[src/rtl/acc_report_framer.sv]
// acc_report_framer
// Snapshots the signed accumulator's status outputs and streams them as a
// fixed 15-byte frame (header, status, acc, min, max, cycle count, checksum)
// over a byte-wide valid/ready interface. Frames are sent periodically and
// immediately on a new overflow/underflow event.
module acc_report_framer #(
  parameter int REPORT_PERIOD = 16
) (
  input  logic        clk,
  input  logic        reset,
  input  logic [31:0] acc,
  input  logic        overflow_flag,
  input  logic        underflow_flag,
  input  logic [15:0] min_val,
  input  logic [15:0] max_val,
  input  logic [31:0] cycle_count,
  output logic [7:0]  tx_data,
  output logic        tx_valid,
  input  logic        tx_ready,
  output logic        tx_last,
  output logic        busy,
  output logic [7:0]  dropped_count
);

  typedef enum logic {
    IDLE = 1'b0,
    SEND = 1'b1
  } state_t;

  localparam logic [15:0] PERIOD_LAST = 16'(REPORT_PERIOD - 1);
  localparam logic [3:0]  LAST_IDX    = 4'd14;
  localparam logic [7:0]  HEADER      = 8'hA5;
  localparam logic [7:0]  DROP_MAX    = 8'hFF;

  // Shadow layout, most significant first, so frame byte k (1..13) is the
  // k-th byte counted from the top:
  //   [103:96] status, [95:64] acc, [63:48] min_val,
  //   [47:32] max_val, [31:0] cycle_count
  state_t        state_q, state_d;
  logic [15:0]   period_cnt_q, period_cnt_d;
  logic          ovf_prev_q, ovf_prev_d;
  logic          unf_prev_q, unf_prev_d;
  logic          pending_alarm_q, pending_alarm_d;
  logic [7:0]    dropped_q, dropped_d;
  logic [3:0]    idx_q, idx_d;
  logic [7:0]    chk_q, chk_d;
  logic [103:0]  shadow_q, shadow_d;
  logic [7:0]    tx_data_q, tx_data_d;
  logic          tx_valid_q, tx_valid_d;
  logic          tx_last_q, tx_last_d;
  logic          busy_q, busy_d;

  logic          periodic_trig;
  logic          alarm_trig;
  logic          accept;

  assign periodic_trig = (period_cnt_q == PERIOD_LAST);
  assign alarm_trig    = (overflow_flag & ~ovf_prev_q) | (underflow_flag & ~unf_prev_q);
  assign accept        = tx_valid_q & tx_ready;

  // Selects frame byte idx from a snapshot; index 14 (and anything above)
  // yields the running checksum.
  function automatic logic [7:0] frame_byte(input logic [3:0] idx,
                                            input logic [103:0] snap,
                                            input logic [7:0] chk);
    logic [7:0] b;
    case (idx)
      4'd0:    b = HEADER;
      4'd1:    b = snap[103:96];
      4'd2:    b = snap[95:88];
      4'd3:    b = snap[87:80];
      4'd4:    b = snap[79:72];
      4'd5:    b = snap[71:64];
      4'd6:    b = snap[63:56];
      4'd7:    b = snap[55:48];
      4'd8:    b = snap[47:40];
      4'd9:    b = snap[39:32];
      4'd10:   b = snap[31:24];
      4'd11:   b = snap[23:16];
      4'd12:   b = snap[15:8];
      4'd13:   b = snap[7:0];
      default: b = chk;
    endcase
    return b;
  endfunction

  // Next-state logic: period counter, edge detection, trigger arbitration and
  // the IDLE/SEND frame sequencer with its registered stream outputs.
  always_comb begin
    state_d         = state_q;
    period_cnt_d    = (period_cnt_q == PERIOD_LAST) ? 16'd0 : period_cnt_q + 16'd1;
    ovf_prev_d      = overflow_flag;
    unf_prev_d      = underflow_flag;
    pending_alarm_d = pending_alarm_q;
    dropped_d       = dropped_q;
    idx_d           = idx_q;
    chk_d           = chk_q;
    shadow_d        = shadow_q;
    tx_data_d       = tx_data_q;
    tx_valid_d      = tx_valid_q;
    tx_last_d       = tx_last_q;
    busy_d          = busy_q;

    case (state_q)
      IDLE: begin
        if (periodic_trig || alarm_trig || pending_alarm_q) begin
          shadow_d        = {6'b0, underflow_flag, overflow_flag,
                             acc, min_val, max_val, cycle_count};
          idx_d           = 4'd0;
          chk_d           = 8'd0;
          pending_alarm_d = 1'b0;
          state_d         = SEND;
          tx_data_d       = HEADER;
          tx_valid_d      = 1'b1;
          tx_last_d       = 1'b0;
          busy_d          = 1'b1;
        end
      end

      SEND: begin
        if (alarm_trig) begin
          pending_alarm_d = 1'b1;
        end else if (periodic_trig && (dropped_q != DROP_MAX)) begin
          dropped_d = dropped_q + 8'd1;
        end

        if (accept) begin
          if (idx_q == LAST_IDX) begin
            state_d    = IDLE;
            idx_d      = 4'd0;
            tx_data_d  = 8'd0;
            tx_valid_d = 1'b0;
            tx_last_d  = 1'b0;
            busy_d     = 1'b0;
          end else begin
            idx_d     = idx_q + 4'd1;
            chk_d     = (idx_q == 4'd0) ? chk_q : (chk_q ^ tx_data_q);
            tx_data_d = frame_byte(idx_d, shadow_q, chk_d);
            tx_last_d = (idx_d == LAST_IDX);
          end
        end
      end

      default: begin
        state_d = IDLE;
      end
    endcase
  end

  // State and output registers with synchronous reset; a reset mid-frame
  // simply abandons the frame.
  always_ff @(posedge clk) begin
    if (reset) begin
      state_q         <= IDLE;
      period_cnt_q    <= 16'd0;
      ovf_prev_q      <= 1'b0;
      unf_prev_q      <= 1'b0;
      pending_alarm_q <= 1'b0;
      dropped_q       <= 8'd0;
      idx_q           <= 4'd0;
      chk_q           <= 8'd0;
      shadow_q        <= 104'd0;
      tx_data_q       <= 8'd0;
      tx_valid_q      <= 1'b0;
      tx_last_q       <= 1'b0;
      busy_q          <= 1'b0;
    end else begin
      state_q         <= state_d;
      period_cnt_q    <= period_cnt_d;
      ovf_prev_q      <= ovf_prev_d;
      unf_prev_q      <= unf_prev_d;
      pending_alarm_q <= pending_alarm_d;
      dropped_q       <= dropped_d;
      idx_q           <= idx_d;
      chk_q           <= chk_d;
      shadow_q        <= shadow_d;
      tx_data_q       <= tx_data_d;
      tx_valid_q      <= tx_valid_d;
      tx_last_q       <= tx_last_d;
      busy_q          <= busy_d;
    end
  end

  assign tx_data       = tx_data_q;
  assign tx_valid      = tx_valid_q;
  assign tx_last       = tx_last_q;
  assign busy          = busy_q;
  assign dropped_count = dropped_q;

endmodule

[config.mk]
export PLATFORM = sky130hd
export DESIGN_NAME = acc_report_framer
export DESIGN_NICKNAME = d
export VERILOG_FILES = /design/src/rtl/acc_report_framer.sv
export SDC_FILE = /design/constraint.sdc
export NUM_CORES = 1
export LEC_CHECK = 0
export CAP_MARGIN = 40
export CORE_ASPECT_RATIO = 1.75
export CORE_MARGIN = 2
export CORE_UTILIZATION = 30
export CTS_CLUSTER_DIAMETER = 30
export DETAILED_ROUTE_END_ITERATION = 10
export SKIP_LAST_GASP = 1
export SYNTH_ARGS = -nofsm -noshare
export SYNTH_HDL_FRONTEND = slang
export SYNTH_SLANG_ARGS = --single-unit
[constraint.sdc]
create_clock -name clk -period 4 [get_ports clk]
set_input_delay 0.6 -clock clk [delete_from_list [all_inputs] [get_ports clk]]
set_output_delay 0.6 -clock clk [all_outputs]
set_load 0.005 [all_outputs]
==> flow_metrics.tcl <==
set metrics [dict create \
    fp.dieArea_sq_um 25200 \
    cts.repair.resized 0 \
    setup_violations 0 \
    finalMaxSlewViolations 0 \
    critPathLaunchType "flop" \
    synth_seq_cells 148 \
    grt_pass1_wl_microns 38800 \
    hpwlAfterDp_microns 19100 \
    cts_tree "yes" \
    gp_routability_congestion 1.01 \
    slew_headroom_pct 40.4 \
    port_buffers 119 \
    synth_ff_type "dfxtp_1" \
    antenna_found_initial 0 \
    synth-xor-area-share_pct 3.66 \
    synth_area_leader_cell "dfxtp_1" \
    wl_microns 25200 \
    std_cell_rows 74 \
    skew_ns 0.00828 \
    cp_max_fo 21 \
    cts_hold_buf 0 \
    ys_types 70 \
    initial_core_util_pct 30.7 \
    synth-simple-area-share_pct 23.2 \
    cp.arrival_ns 3.50 \
    pwr-share-seq_pct 45.3 \
    die-height_microns 209 \
    rsz0062_at_grt "no" \
    worstMarginPinSlew_ns 0.891 \
    grtUsageTotal_pct 20.2 \
    p_int_mw 2.73 \
    status "finished, final reports clean" \
    maxCapViolCount 0 \
    cts_inserted_buffers 17 \
    max_freq_ghz 0.313 \
    area_growth_pct 27.1 \
    yosysMostFrequentCell "nand2_1" \
    clock-sinks 148 \
    wl_per_cell_microns 19.2 \
    synth_area_sq_um 7180 \
    ios 120 \
    yosysTopAreaCellShare_pct 41.3 \
    period_needed_ns 3.19 \
    synth_cells 917 \
    async_flop_share_pct 0 \
    via_count 6937 \
    root_buffer "clkbuf_16" \
    synth-compound-area-share_pct 23.9 \
    drive_gt1_share_pct 6.63 \
    nets 1108 \
    fin_crit_sh_pct 79.9 \
    endpoint_kind "flop" \
    viasPerCell 5.28 \
    insertion_delay_ns 0.43 \
    clock_power_share_pct 43.9 \
    synth_top_family_by_area "compound AO/OA/AOI/OAI gates" \
    powerDensity_nw_per_um2 402 \
    whs_ns 0.447 \
    r2r_cells 9 \
    power_switching_mw 0.942 \
    synthAdderAreaFrac_pct 1.57 \
    seq_area_frac_synth_pct 41.3 \
    ant_nets 0 \
    yosysWarningCount 0 \
    postCtsSetupBuffers 0 \
    clockBufferDepth 2 \
    p_leak_nw 3.20 \
    min_path_type "reg2reg" \
    pwr-share-comb_pct 10.8 \
    n_antenna_cell 0 \
    synth_nets 1027 \
    crit_type "reg2reg" \
    holdPathStages 1 \
    coreArea_sq_um 23400 \
    drc 0 \
    synthMuxAreaShare_pct 1.50 \
    synth_common_cells "nand2_1 (251), dfxtp_1 (148), a21oi_1 (132)" \
    sw_frac_of_total_pct 25.7 \
    syn_area_per_cell_sq_um 7.83 \
    synth_area_leaders "dfxtp_1 (41%), nand2_1 (13%), a21oi_1 (9.2%), xor2_1 (2.4%), nor2_1 (2.4%)" \
    htreeDepth 4 \
    drt_iter0_markers 609 \
    die_x_microns 121 \
    grt_overflow 0 \
    fin_tns_setup_ns 0 \
    hold_viol 0 \
    cts.clk_slew.worst_paths_ns 0.06 \
    grt_max_degree 71 \
    dr.pass1.iters 6 \
    peakVddDrop_uv 287 \
    required_ns 4.30 \
    synth-edff-count 0 \
    grt_pass1_vias 6985 \
]
==> final cells by class <==
cell class	instances	area [sq um]
fillers	2439	14300
multi-input cells	691	3870
flip-flops and latches	148	2960
repair buffers	132	1290
clock buffers	20	437
well taps	304	380
clock inverters	12	156
inverters	8	30.0
==> power by group through the flow <==
| stage | Clock, mW | Combinational [mW] | Sequential [mW] |
|---|---|---|---|
| detailed placement | 0 | 0.400 | 1.69 |
| finish | 1.61 | 0.395 | 1.66 |
| CTS | 1.65 | 0.402 | 1.66 |
| global route | 1.70 | 0.440 | 1.67 |
| floorplan | 0 | 0.228 | 1.64 |
| global placement | 0 | 0.396 | 1.69 |
==> worst paths after layout <==
check | start | endpoint | slack (ns)
setup / recovery | idx_q[0]$_SDFFE_PP0P_ | tx_data[2]$_SDFFE_PP0P_ | 0.81
hold / removal | period_cnt_q[0]$_SDFF_PP0_ | period_cnt_q[0]$_SDFF_PP0_ | 0.45
setup reg to reg | idx_q[0]$_SDFFE_PP0P_ | tx_data[2]$_SDFFE_PP0P_ | 0.81
hold reg to reg | period_cnt_q[0]$_SDFF_PP0_ | period_cnt_q[0]$_SDFF_PP0_ | 0.45
==> worst max-delay path: stages, from the launching register on <==
cell	delay (ns)
dfxtp_1	0.44
inv_1	0.19
ha_1	0.51
buf_4	0.36
nor2_1	0.09
a211oi_1	0.34
nor2_1	0.28
a211o_1	0.40
a2111oi_2	0.34
a21oi_1	0.10
==> registers in the layout, summed over array words and instances (netlist names) <==
name             flops
idx_q                4
shadow_q            98
state_q              1
dropped_count        8
ovf_prev_q           1
tx_last              1
chk_q                8
period_cnt_q        16
busy                 1
unf_prev_q           1
pending_alarm_q      1
tx_data              8
==> stage by stage <==
step / instance area, sq um / utilization [%] / setup WS, ns / total power [mW] / cells
after floorplan: 7180 / - / 1.70 / 1.86 / 917
after global placement: 8530 / 36.4 / 0.970 / 2.09 / 1283
after detailed placement: 8530 / 36.4 / 0.885 / 2.09 / 1283
after CTS: 9130 / 39.0 / 0.869 / 3.71 / 1315
after global routing: 9130 / 39.0 / 0.579 / 3.81 / 1315
final: 9130 / 39.0 / 0.805 / 3.67 / 1315
==> cell families after synthesis <==
logic type | count (synthesis)
simple gates | 385
compound gates | 257
flops | 148
buf+inv | 78
xor+xnor | 30
mux | 10
fa+ha+maj | 9
==> layout by cell type (no fill, tap or decap), types with 4 or more instances in the layout <==
cell type        synthesis  layout
a211oi_1                10      10
a21o_1                   6       5
a21oi_1                132     131
a222oi_1                 9       9
a22o_1                  14      14
a22oi_1                 13      13
a311oi_1                 4       4
a31oi_1                  5       5
a32o_1                   9       9
a32oi_1                  7       7
and3_1                  10      10
buf_4                    2      14
clkbuf_16                0      17
clkdlybuf4s50_1          0     118
clkinvlp_4               0       4
dfxtp_1                148     148
ha_1                     9       9
inv_1                    8       8
mux2_2                   6       6
mux2i_1                  4       4
nand2_1                251     251
nand3_1                 21      21
nand4_1                 13      13
nor2_1                  46      46
nor3_1                   9       9
nor4_1                   5       5
o21ai_0                  8       8
or3_1                    5       5
xnor2_1                 10      10
xor2_1                  20      20
==> routing by layer <==
layer | up-vias | wire (microns) | global-route usage, % | part of all wire [%]
met5 | - | 0 | 0 | 0
met4 | 0 | 2180 | 16.0 | 8.6
met3 | 92 | 1150 | 3.55 | 4.6
met2 | 252 | 13000 | 35.7 | 51
met1 | 3187 | 8940 | 20.3 | 35
li1 | 3406 | - | - | -
Power figures use the tool's default switching activity.
